## config.mk

```make
export PLATFORM = sky130hd
export DESIGN_NAME = muldiv_sequencer
export DESIGN_NICKNAME = d
export VERILOG_FILES = /design/src/rtl/muldiv_sequencer.sv
export SDC_FILE = /design/constraint.sdc
export NUM_CORES = 1
export LEC_CHECK = 0
export ABC_CLOCK_PERIOD_IN_PS = 3180
export CAP_MARGIN = 20
export CORE_UTILIZATION = 26
export DETAILED_ROUTE_END_ITERATION = 12
export DONT_BUFFER_PORTS = 1
export GPL_TIMING_DRIVEN = 0
export HOLD_SLACK_MARGIN = 0.12
export PLACE_DENSITY = 0.46
export SYNTH_ARGS = -nofsm -noshare
export SYNTH_HDL_FRONTEND = slang
export SYNTH_SLANG_ARGS = --single-unit
```

## constraint.sdc

```tcl
create_clock -name clk -period 3.18 [get_ports clk]
set_input_delay 0.636 -clock clk [delete_from_list [all_inputs] [get_ports clk]]
set_output_delay 0.636 -clock clk [all_outputs]
set_load 0.005 [all_outputs]
```

## src/rtl/muldiv_sequencer.sv

```systemverilog
// ---------------------------------------------------------------------------
// muldiv_sequencer
//
// Multi-cycle multiply/divide unit that sits beside the single-cycle execute
// ALU and owns the architectural HI/LO registers.  It runs an iterative
// shift-add multiplier and a restoring divider, one result bit per cycle, and
// holds the pipeline through stall while an operation is in flight.
// Supported operations: MULT, MULTU, DIV, DIVU (via start/op) and MTHI, MTLO
// (via hi_we/lo_we).
//
// Ports
//   clk       in   1      rising-edge clock
//   rst_n     in   1      asynchronous active-low reset, discards any op
//   start     in   1      launch op; only looked at while idle
//   op        in   2      00 MULT, 01 MULTU, 10 DIV, 11 DIVU
//   rs_val    in   WIDTH  multiplicand / dividend, captured at launch
//   rt_val    in   WIDTH  multiplier / divisor, captured at launch
//   flush     in   1      abort an in-flight op, HI/LO left untouched
//   hi_we     in   1      MTHI write, idle only
//   lo_we     in   1      MTLO write, idle only
//   wdata     in   WIDTH  MTHI/MTLO data
//   busy      out  1      op in flight (prep, iterate, fix-up)
//   stall     out  1      busy, or a start being accepted this cycle
//   done      out  1      one-cycle pulse once HI/LO hold the result
//   div_zero  out  1      last divide had a zero divisor
//   hi        out  WIDTH  HI register
//   lo        out  WIDTH  LO register
// ---------------------------------------------------------------------------
module muldiv_sequencer #(
  parameter int WIDTH = 32
) (
  input  logic             clk,
  input  logic             rst_n,
  input  logic             start,
  input  logic [1:0]       op,
  input  logic [WIDTH-1:0] rs_val,
  input  logic [WIDTH-1:0] rt_val,
  input  logic             flush,
  input  logic             hi_we,
  input  logic             lo_we,
  input  logic [WIDTH-1:0] wdata,
  output logic             busy,
  output logic             stall,
  output logic             done,
  output logic             div_zero,
  output logic [WIDTH-1:0] hi,
  output logic [WIDTH-1:0] lo
);

  localparam int CNT_W = (WIDTH > 1) ? $clog2(WIDTH) : 1;

  typedef enum logic [2:0] {
    S_IDLE,
    S_PREP,
    S_ITER,
    S_FIX,
    S_DONE
  } state_t;

  state_t state;
  state_t state_nxt;

  // Operands and opcode as captured at launch.
  logic [1:0]       op_q;
  logic [WIDTH-1:0] rs_q;
  logic [WIDTH-1:0] rt_q;

  // Shared iteration datapath.  Multiply: {acc_hi, acc_lo} is the running
  // product with the multiplier shifting out of acc_lo.  Divide: acc_hi is the
  // partial remainder, acc_lo shifts the dividend out and the quotient in.
  logic [WIDTH-1:0] acc_hi;
  logic [WIDTH-1:0] acc_lo;
  logic [WIDTH-1:0] mag_b;
  logic [CNT_W-1:0] count;
  logic             neg_res;
  logic             neg_rem;

  logic             is_div;
  logic             is_signed;
  logic             idle;
  logic             launch;
  logic             abort;
  logic             last_iter;

  logic             rs_neg;
  logic             rt_neg;
  logic [WIDTH-1:0] rs_mag;
  logic [WIDTH-1:0] rt_mag;

  logic [WIDTH-1:0] mul_addend;
  logic [WIDTH:0]   mul_sum;
  logic [WIDTH:0]   div_shift;
  logic             div_ge;
  logic [WIDTH-1:0] div_sub;

  logic [2*WIDTH-1:0] prod_fix;
  logic [WIDTH-1:0]   quo_fix;
  logic [WIDTH-1:0]   rem_fix;

  assign is_div    = op_q[1];
  assign is_signed = ~op_q[0];
  assign idle      = (state == S_IDLE);
  // flush beats start when both arrive together in idle.
  assign launch    = idle & start & ~flush;
  assign abort     = flush & ((state == S_PREP) | (state == S_ITER) | (state == S_FIX));
  assign last_iter = (count == CNT_W'(WIDTH - 1));

  assign stall = busy | (start & idle);

  // Sign handling: the iteration always runs on magnitudes.  The most negative
  // value maps onto itself, which is the correct unsigned magnitude.
  assign rs_neg = is_signed & rs_q[WIDTH-1];
  assign rt_neg = is_signed & rt_q[WIDTH-1];
  assign rs_mag = rs_neg ? -rs_q : rs_q;
  assign rt_mag = rt_neg ? -rt_q : rt_q;

  // One shift-add multiply step and one restoring divide step.  The
  // remainder is always below the divisor, so dropping the top bit of the
  // subtraction is safe when the trial succeeds.
  assign mul_addend = acc_lo[0] ? mag_b : '0;
  assign mul_sum    = {1'b0, acc_hi} + {1'b0, mul_addend};
  assign div_shift  = {acc_hi, acc_lo[WIDTH-1]};
  assign div_ge     = (div_shift >= {1'b0, mag_b});
  assign div_sub    = div_shift[WIDTH-1:0] - mag_b;

  // Sign fix-up applied when the result is written back.
  assign prod_fix = neg_res ? -{acc_hi, acc_lo} : {acc_hi, acc_lo};
  assign quo_fix  = neg_res ? -acc_lo : acc_lo;
  assign rem_fix  = neg_rem ? -acc_hi : acc_hi;

  // State register plus the registered busy/done outputs, which are derived
  // from the state being entered so they line up with it.
  always_ff @(posedge clk or negedge rst_n) begin
    if (!rst_n) begin
      state <= S_IDLE;
      busy  <= 1'b0;
      done  <= 1'b0;
    end else begin
      state <= state_nxt;
      busy  <= (state_nxt == S_PREP) | (state_nxt == S_ITER) | (state_nxt == S_FIX);
      done  <= (state_nxt == S_DONE);
    end
  end

  // Next-state logic; an abort overrides the normal sequence.
  always_comb begin
    state_nxt = state;
    case (state)
      S_IDLE:  if (launch) state_nxt = S_PREP;
      S_PREP:  state_nxt = S_ITER;
      S_ITER:  if (last_iter) state_nxt = S_FIX;
      S_FIX:   state_nxt = S_DONE;
      S_DONE:  state_nxt = S_IDLE;
      default: state_nxt = S_IDLE;
    endcase
    if (abort) state_nxt = S_IDLE;
  end

  // Datapath and architectural registers.  Iteration registers may update
  // during an aborted cycle; that is harmless because the next launch
  // reloads them.  Only the HI/LO write-back must be suppressed on abort.
  always_ff @(posedge clk or negedge rst_n) begin
    if (!rst_n) begin
      op_q     <= '0;
      rs_q     <= '0;
      rt_q     <= '0;
      acc_hi   <= '0;
      acc_lo   <= '0;
      mag_b    <= '0;
      count    <= '0;
      neg_res  <= 1'b0;
      neg_rem  <= 1'b0;
      hi       <= '0;
      lo       <= '0;
      div_zero <= 1'b0;
    end else begin
      case (state)
        S_IDLE: begin
          if (hi_we) hi <= wdata;
          if (lo_we) lo <= wdata;
          if (launch) begin
            op_q     <= op;
            rs_q     <= rs_val;
            rt_q     <= rt_val;
            div_zero <= 1'b0;
          end
        end
        S_PREP: begin
          acc_hi  <= '0;
          count   <= '0;
          neg_res <= rs_neg ^ rt_neg;
          if (is_div) begin
            acc_lo  <= rs_mag;
            mag_b   <= rt_mag;
            neg_rem <= rs_neg;
          end else begin
            acc_lo  <= rt_mag;
            mag_b   <= rs_mag;
            neg_rem <= 1'b0;
          end
        end
        S_ITER: begin
          count <= count + CNT_W'(1);
          if (is_div) begin
            acc_hi <= div_ge ? div_sub : div_shift[WIDTH-1:0];
            acc_lo <= {acc_lo[WIDTH-2:0], div_ge};
          end else begin
            {acc_hi, acc_lo} <= {mul_sum, acc_lo[WIDTH-1:1]};
          end
        end
        S_FIX: begin
          if (!flush) begin
            if (is_div) begin
              // A zero divisor runs the full latency and then reports the
              // raw dividend as remainder with an all-ones quotient.
              if (rt_q == '0) begin
                hi       <= rs_q;
                lo       <= '1;
                div_zero <= 1'b1;
              end else begin
                hi <= rem_fix;
                lo <= quo_fix;
              end
            end else begin
              {hi, lo} <= prod_fix;
            end
          end
        end
        default: ;
      endcase
    end
  end

endmodule

```

==> After elaboration in Yosys (flattened, before gate mapping) <==
Index checks and enable logic that the tools add are counted.
{ "classes": {"addsub": 8, "magnitude_cmp": 1, "eq_ne": 14, "muxes": 34, "bitwise_logic": 13, "reduce_logical": 8} }
{ "ops": {"columns": ["operator", "count"], "rows": [
  ["32-bit two-way mux", 18],
  ["32-bit one-hot mux with 2 select lines", 4],
  ["32-bit negator", 4],
  ["64-bit two-way mux", 1],
  ["64-bit negator", 1],
  ["32-bit by 32-bit adder with 33-bit output", 1],
  ["33-bit by 32-bit greater-or-equal comparator with 1-bit output", 1],
  ["32-bit logical NOT", 1],
  ["32-bit subtractor", 1],
  ["3-bit by 2-bit == test with 1-bit output, second input constant", 4],
  ["3-bit one-hot mux with 4 select lines", 1],
  ["5-bit one-hot mux with 2 select lines", 1],
  ["3-bit two-way mux", 3],
  ["2-bit inequality test, second input constant", 4],
  ["3-bit by 1-bit == test with 1-bit output, second input constant", 2],
  ["3-bit AND reduction", 2],
  ["5-bit by 1-bit adder with 5-bit output, second input constant", 1],
  ["1-bit AND", 5],
  ["5-bit == test, second input constant", 1],
  ["1-bit two-way mux", 5],
  ["1-bit bitwise OR", 5],
  ["5-bit AND reduction", 1],
  ["2-bit by 1-bit inequality test with 1-bit output, second input constant", 2],
  ["2-bit nonzero test", 2],
  ["6 further kinds", 7]
]} }
{ "totals": {"regBits": 239, "input_bits": 104, "output_inout_bits": 68, "wordCells": 93} }

==> Longest topological paths before layout <==
{ "depth": {"depth_word": 9, "depth_mapped": 13, "mapped_depth_nobuf": 13} }

==> Worst setup path before layout <==
Ideal clock, no wire load.
{ "synth_path": {"path_kind": "flip-flop to flip-flop", "start": "register acc_hi[1]", "end": "register hi[30]", "setup_time_ns": 0.124, "arrival_time_ns": 3.134, "required_time_ns": 3.056, "setup_slack_ns": -0.078, "stages_incl_launch_ff": 12, "path_buffers": 0, "period_less_slack_ns": 3.258, "path_cell_list": "dfrtp_1 inv_1 ha_1 or3b_1 or4b_1 nor3_1 nand3_1 or4_1 o21ai_1 xor2_1 nor2_1 o31a_1"} }
{ "synth_between": {"elab_chain_cells": 6, "elab_cells_between_ends": 8, "classes_between": "2 x add/sub; 6 x mux"} }
{ "synth_lines": {"columns": ["element", "line_no", "rtl"], "rows": [
  ["from (decl)", "71", "logic [WIDTH-1:0] acc_hi;"],
  ["from (signal assigned)", "205", "acc_hi <= div_ge ? div_sub : div_shift[WIDTH-1:0];"],
  ["from (signal assigned)", "208", "{acc_hi, acc_lo} <= {mul_sum, acc_lo[WIDTH-1:1]};"],
  ["32-bit negator", "129", "assign rem_fix = neg_rem ? -acc_hi : acc_hi;"],
  ["32-bit two-way mux", "129", null],
  ["32-bit two-way mux", "216", "if (rt_q == '0) begin"],
  ["32-bit two-way mux *", "213", "if (is_div) begin"],
  ["32-bit two-way mux *", "212", "if (!flush) begin"],
  ["32-bit one-hot mux with 2 select lines *", "177", "case (state)"],
  ["to (signal assigned)", "179", "if (hi_we) hi <= wdata;"],
  ["to (signal assigned)", "217", "hi <= rs_q;"],
  ["to (signal assigned)", "221", "hi <= rem_fix;"],
  ["to (decl)", "46", "output logic [WIDTH-1:0] hi,"]
]} }
Mark *: on every way between the ends. The rest lies on a longest branch, timed or not. The select of a mux whose other input is x is not followed.
A chain may end at the register's enable or synchronous reset.

==> Worst setup path in the final report <==
{ "layout_path": {"start": "register acc_hi[7]", "end": "register acc_hi[8]"} }
{ "layout_between": {"elab_chain_cells": 4, "elab_cells_between_ends": 6, "classes_between": "2 x add/sub; 1 x order compare; 3 x mux"} }
{ "layout_lines": {"columns": ["element", "line_no", "rtl"], "rows": [
  ["32-bit subtractor / 33-bit by 32-bit greater-or-equal comparator with 1-bit output (equally long branches)", "124, 123", null],
  ["32-bit two-way mux", "205", null],
  ["32-bit two-way mux *", "204", "if (is_div) begin"],
  ["32-bit one-hot mux with 2 select lines *", "177", null]
]} }
Mark *: on every way between the ends. The rest lies on a longest branch, timed or not.

==> flow_summary.ini <==
[clock_network]
cts_buffers = 28
h-tree-depth = 1
cts_tree = yes
path_clk_slew_ps = 60
cts_sinks = 239
root_buffer = clkbuf_16
cts_buffer_depth = 3
worstSkewPairLatency_ps = 610
cts_hold_buf = 12

[layout]
final_cell_mix = 422 x nand2_1, 221 x dfrtp_1, 193 x o21ai_0, 170 x nor2_1, 120 x a21oi_1
fin_util_pct = 33.6
nNetsFinal = 2643
area_delta_synth_final_pct = 27.1
final_common_cell = nand2_1
drive_above_1_share_pct = 18.4
fillers = 7287

[synthesis]
synth_area_leaders = dfrtp_1 33%, nand2_1 8.8%, o21ai_0 6.6%, xnor2_1 4.8%, ha_1 4.8%
synthFlopType = dfrtp_1
synth_edf_count = 0
syn_inst = 2337
syn_area_per_cell_um2 = 7.81
yosysWarningCount = 0
ys_types = 78
async_flop_share_pct = 100
syn_nets = 2513
ys_seq_area_share_pct = 32.8
syn_area_um2 = 18200
synth_top_area_share_pct = 32.8
synth.largest_area_cell = dfrtp_1
ys_ff_latch = 239

[detailed_routing]
drtIter0Drc = 2107
wl_per_cell_um = 26.0
ant_nets = 0
drc = 0
dr.pass1.iters = 5
wl_um = 89000
via_per_inst = 5.60
dr_total_vias = 19170

[placed_design]
hpwl_um = 67400
gp_congestion = 0.951
io_buffers = 0

[global_routing]
grt_max_degree = 240
grt-ovfl-total = 0
grt_pass1_wl_um = 126000
grt.total_usage_pct = 24.0
antenna_found_initial = 1
grt_pass1_vias = 18498

[critical_path]
arrival_ps = 3790
cp_max_fo = 5
cp.required_ps = 3650
cp-start-kind = flop
cp-end-kind = flop
crit_type = reg2reg

[die]
fp-row-count = 96
initial_core_util_pct = 26.4
boundaryPins = 172
die_height_um = 267
dieArea_um2 = 71300
core-area_um2 = 69100
die_w_um = 267

[timing]
setup_viol = 33
max_freq_mhz = 301
whs_ps = -277
skew_ps = 38.3
timing.max_slew.rel_slack_pct = 26.6
final_hold_viol_count = 239
drv_slew = 0
period_needed_ps = 3320
rsz0062_at_grt = true
period_share_pct = 104
worst_pin_slew_ps = 1100
fin_ws_ps = -139

[pwr]
total_power_mw = 25.9
power_leakage_nw = 9.59
power.density_nw_per_um2 = 1120
ir_worst_vdd_uv = 452

[min_path]
worstHoldPathType = in2async

[outcome]
status = finished with violations
violations = negative hold slack, negative setup slack

[flow_run]
max_cap_viol_count = 0
[cells by family after synthesis]
logic type                 share of synthesized area, %
AOI/OAI and AO/OA                                  24.4
muxes                                              2.69
DFF                                                32.8
and+or+nand+nor                                    20.6
adders and majority gates                          5.02
xor gates and xnor gates                           9.45
buffers and inverters                              5.03
[where the power goes]
part / internal [mW] / leakage [nW] / switching, mW / total [mW]
combinational: 6.75 / 6.18 / 10.2 / 17.0
sequential: 4.01 / 2.94 / 1.47 / 5.48
clock: 1.98 / 0.466 / 1.49 / 3.47
total: 12.7 / 9.59 / 13.2 / 25.9
[registers in the layout, indices dropped and copies added, names as in the netlist]
register  flops
div_zero      1
count         5
op_q          2
acc_lo       32
hi           32
neg_res       1
busy          1
rt_q         32
state         3
lo           32
rs_q         32
mag_b        32
acc_hi       32
neg_rem       1
done          1
[final timing paths]
path | start | end | slack (ps) | cells past startpoint
max | acc_hi[7] | acc_hi[8] | -140 | 12
min | rst_n | acc_lo[10] | -280 | 0
max reg2reg | acc_hi[7] | acc_hi[8] | -140 | 12
min reg2reg | mag_b[25] | mag_b[25] | 500 | 2
max in group asynchronous | rst_n | acc_hi[2] | 2850 | 0
min in group clk | rt_val[2] | rt_q[2] | 140 | 2
[Yosys cell counts (7+ instances only)]
| master | n |
|---|---|
| nand2_1 | 429 |
| o21ai_0 | 241 |
| dfrtp_1 | 239 |
| nor2_1 | 184 |
| clkbuf_1 | 146 |
| a21oi_1 | 141 |
| xnor2_1 | 101 |
| xor2_1 | 94 |
| inv_1 | 71 |
| ha_1 | 70 |
| mux2i_1 | 48 |
| a21o_1 | 38 |
| nor3_1 | 38 |
| o221ai_1 | 35 |
| o31ai_1 | 34 |
| nand3_1 | 33 |
| o22ai_1 | 33 |
| a211oi_1 | 26 |
| a221oi_1 | 26 |
| o211ai_1 | 21 |
| a31oi_1 | 19 |
| or4_1 | 17 |
| nand2b_1 | 15 |
| nor2b_1 | 15 |
| or3_1 | 15 |
| and3_1 | 13 |
| a22oi_1 | 12 |
| nor4_1 | 12 |
| o41ai_1 | 12 |
| nand4_1 | 11 |
| or2_2 | 10 |
| buf_1 | 9 |
| o21a_1 | 8 |
| a21boi_0 | 7 |
| a221o_1 | 7 |
| and2_1 | 7 |
| and4_1 | 7 |
[worst max-delay path: stages, from the launching register on]
cell and delay (ps):
dfrtp_1 420, ha_4 310, and3_4 200, nand4_1 250
or3_4 450, or4_4 450, a21boi_4 230, a41o_4 180
nor2_4 80, buf_8 200, buf_12 130, nor3_4 160
o31ai_2 110
[cell type report]
type	instances	area [µm²]	share of cell area [%]
Clock inverter	16	184	0.793
Multi-Input combinational cell	1861	12900	55.7
Sequential cell	239	6000	25.9
Inverter	73	297	1.28
Timing Repair Buffer	110	1030	4.44
Clock buffer	36	781	3.36
Buffer	154	820	3.53
Antenna cell	1	2.50	0.0108
Tap cell	931	1160	5.02
[per-stage QoR]
stage,setup WS [ps],cell area (µm²),TNS (ps),hold WS [ps],cells
after global placement,-1630,19400,-84770,350,3268
after CTS,-124,22000,-691,-293,3386
final,-139,23200,-1850,-277,3421
after global routing,-190,23200,-3420,-293,3420
after floorplan,-24.7,18300,-24.7,340,2337
after detailed placement,-1590,19400,-84770,349,3269
[metal layers]
layer / track usage [%] / vias to the layer above / part of all wire (%)
met1: 32.0 / 9582 / 43
met2: 37.7 / 833 / 45
met5: 0 / - / 0
met3: 6.44 / 161 / 9.1
li1: - / 8594 / -
met4: 7.16 / 0 / 3.0
[repair_timing]
| action | CTS | global route |
|---|---|---|
| pin swaps | 61 | 96 |
| cloned | 2 | 2 |
| hold endpoints to repair | 252 | 239 |
| endpoints found under the setup margin | 163 | 112 |
| gates resized for setup | 239 | 236 |
| buffers inserted | 61 | 33 |
Power figures use the tool's default switching activity.
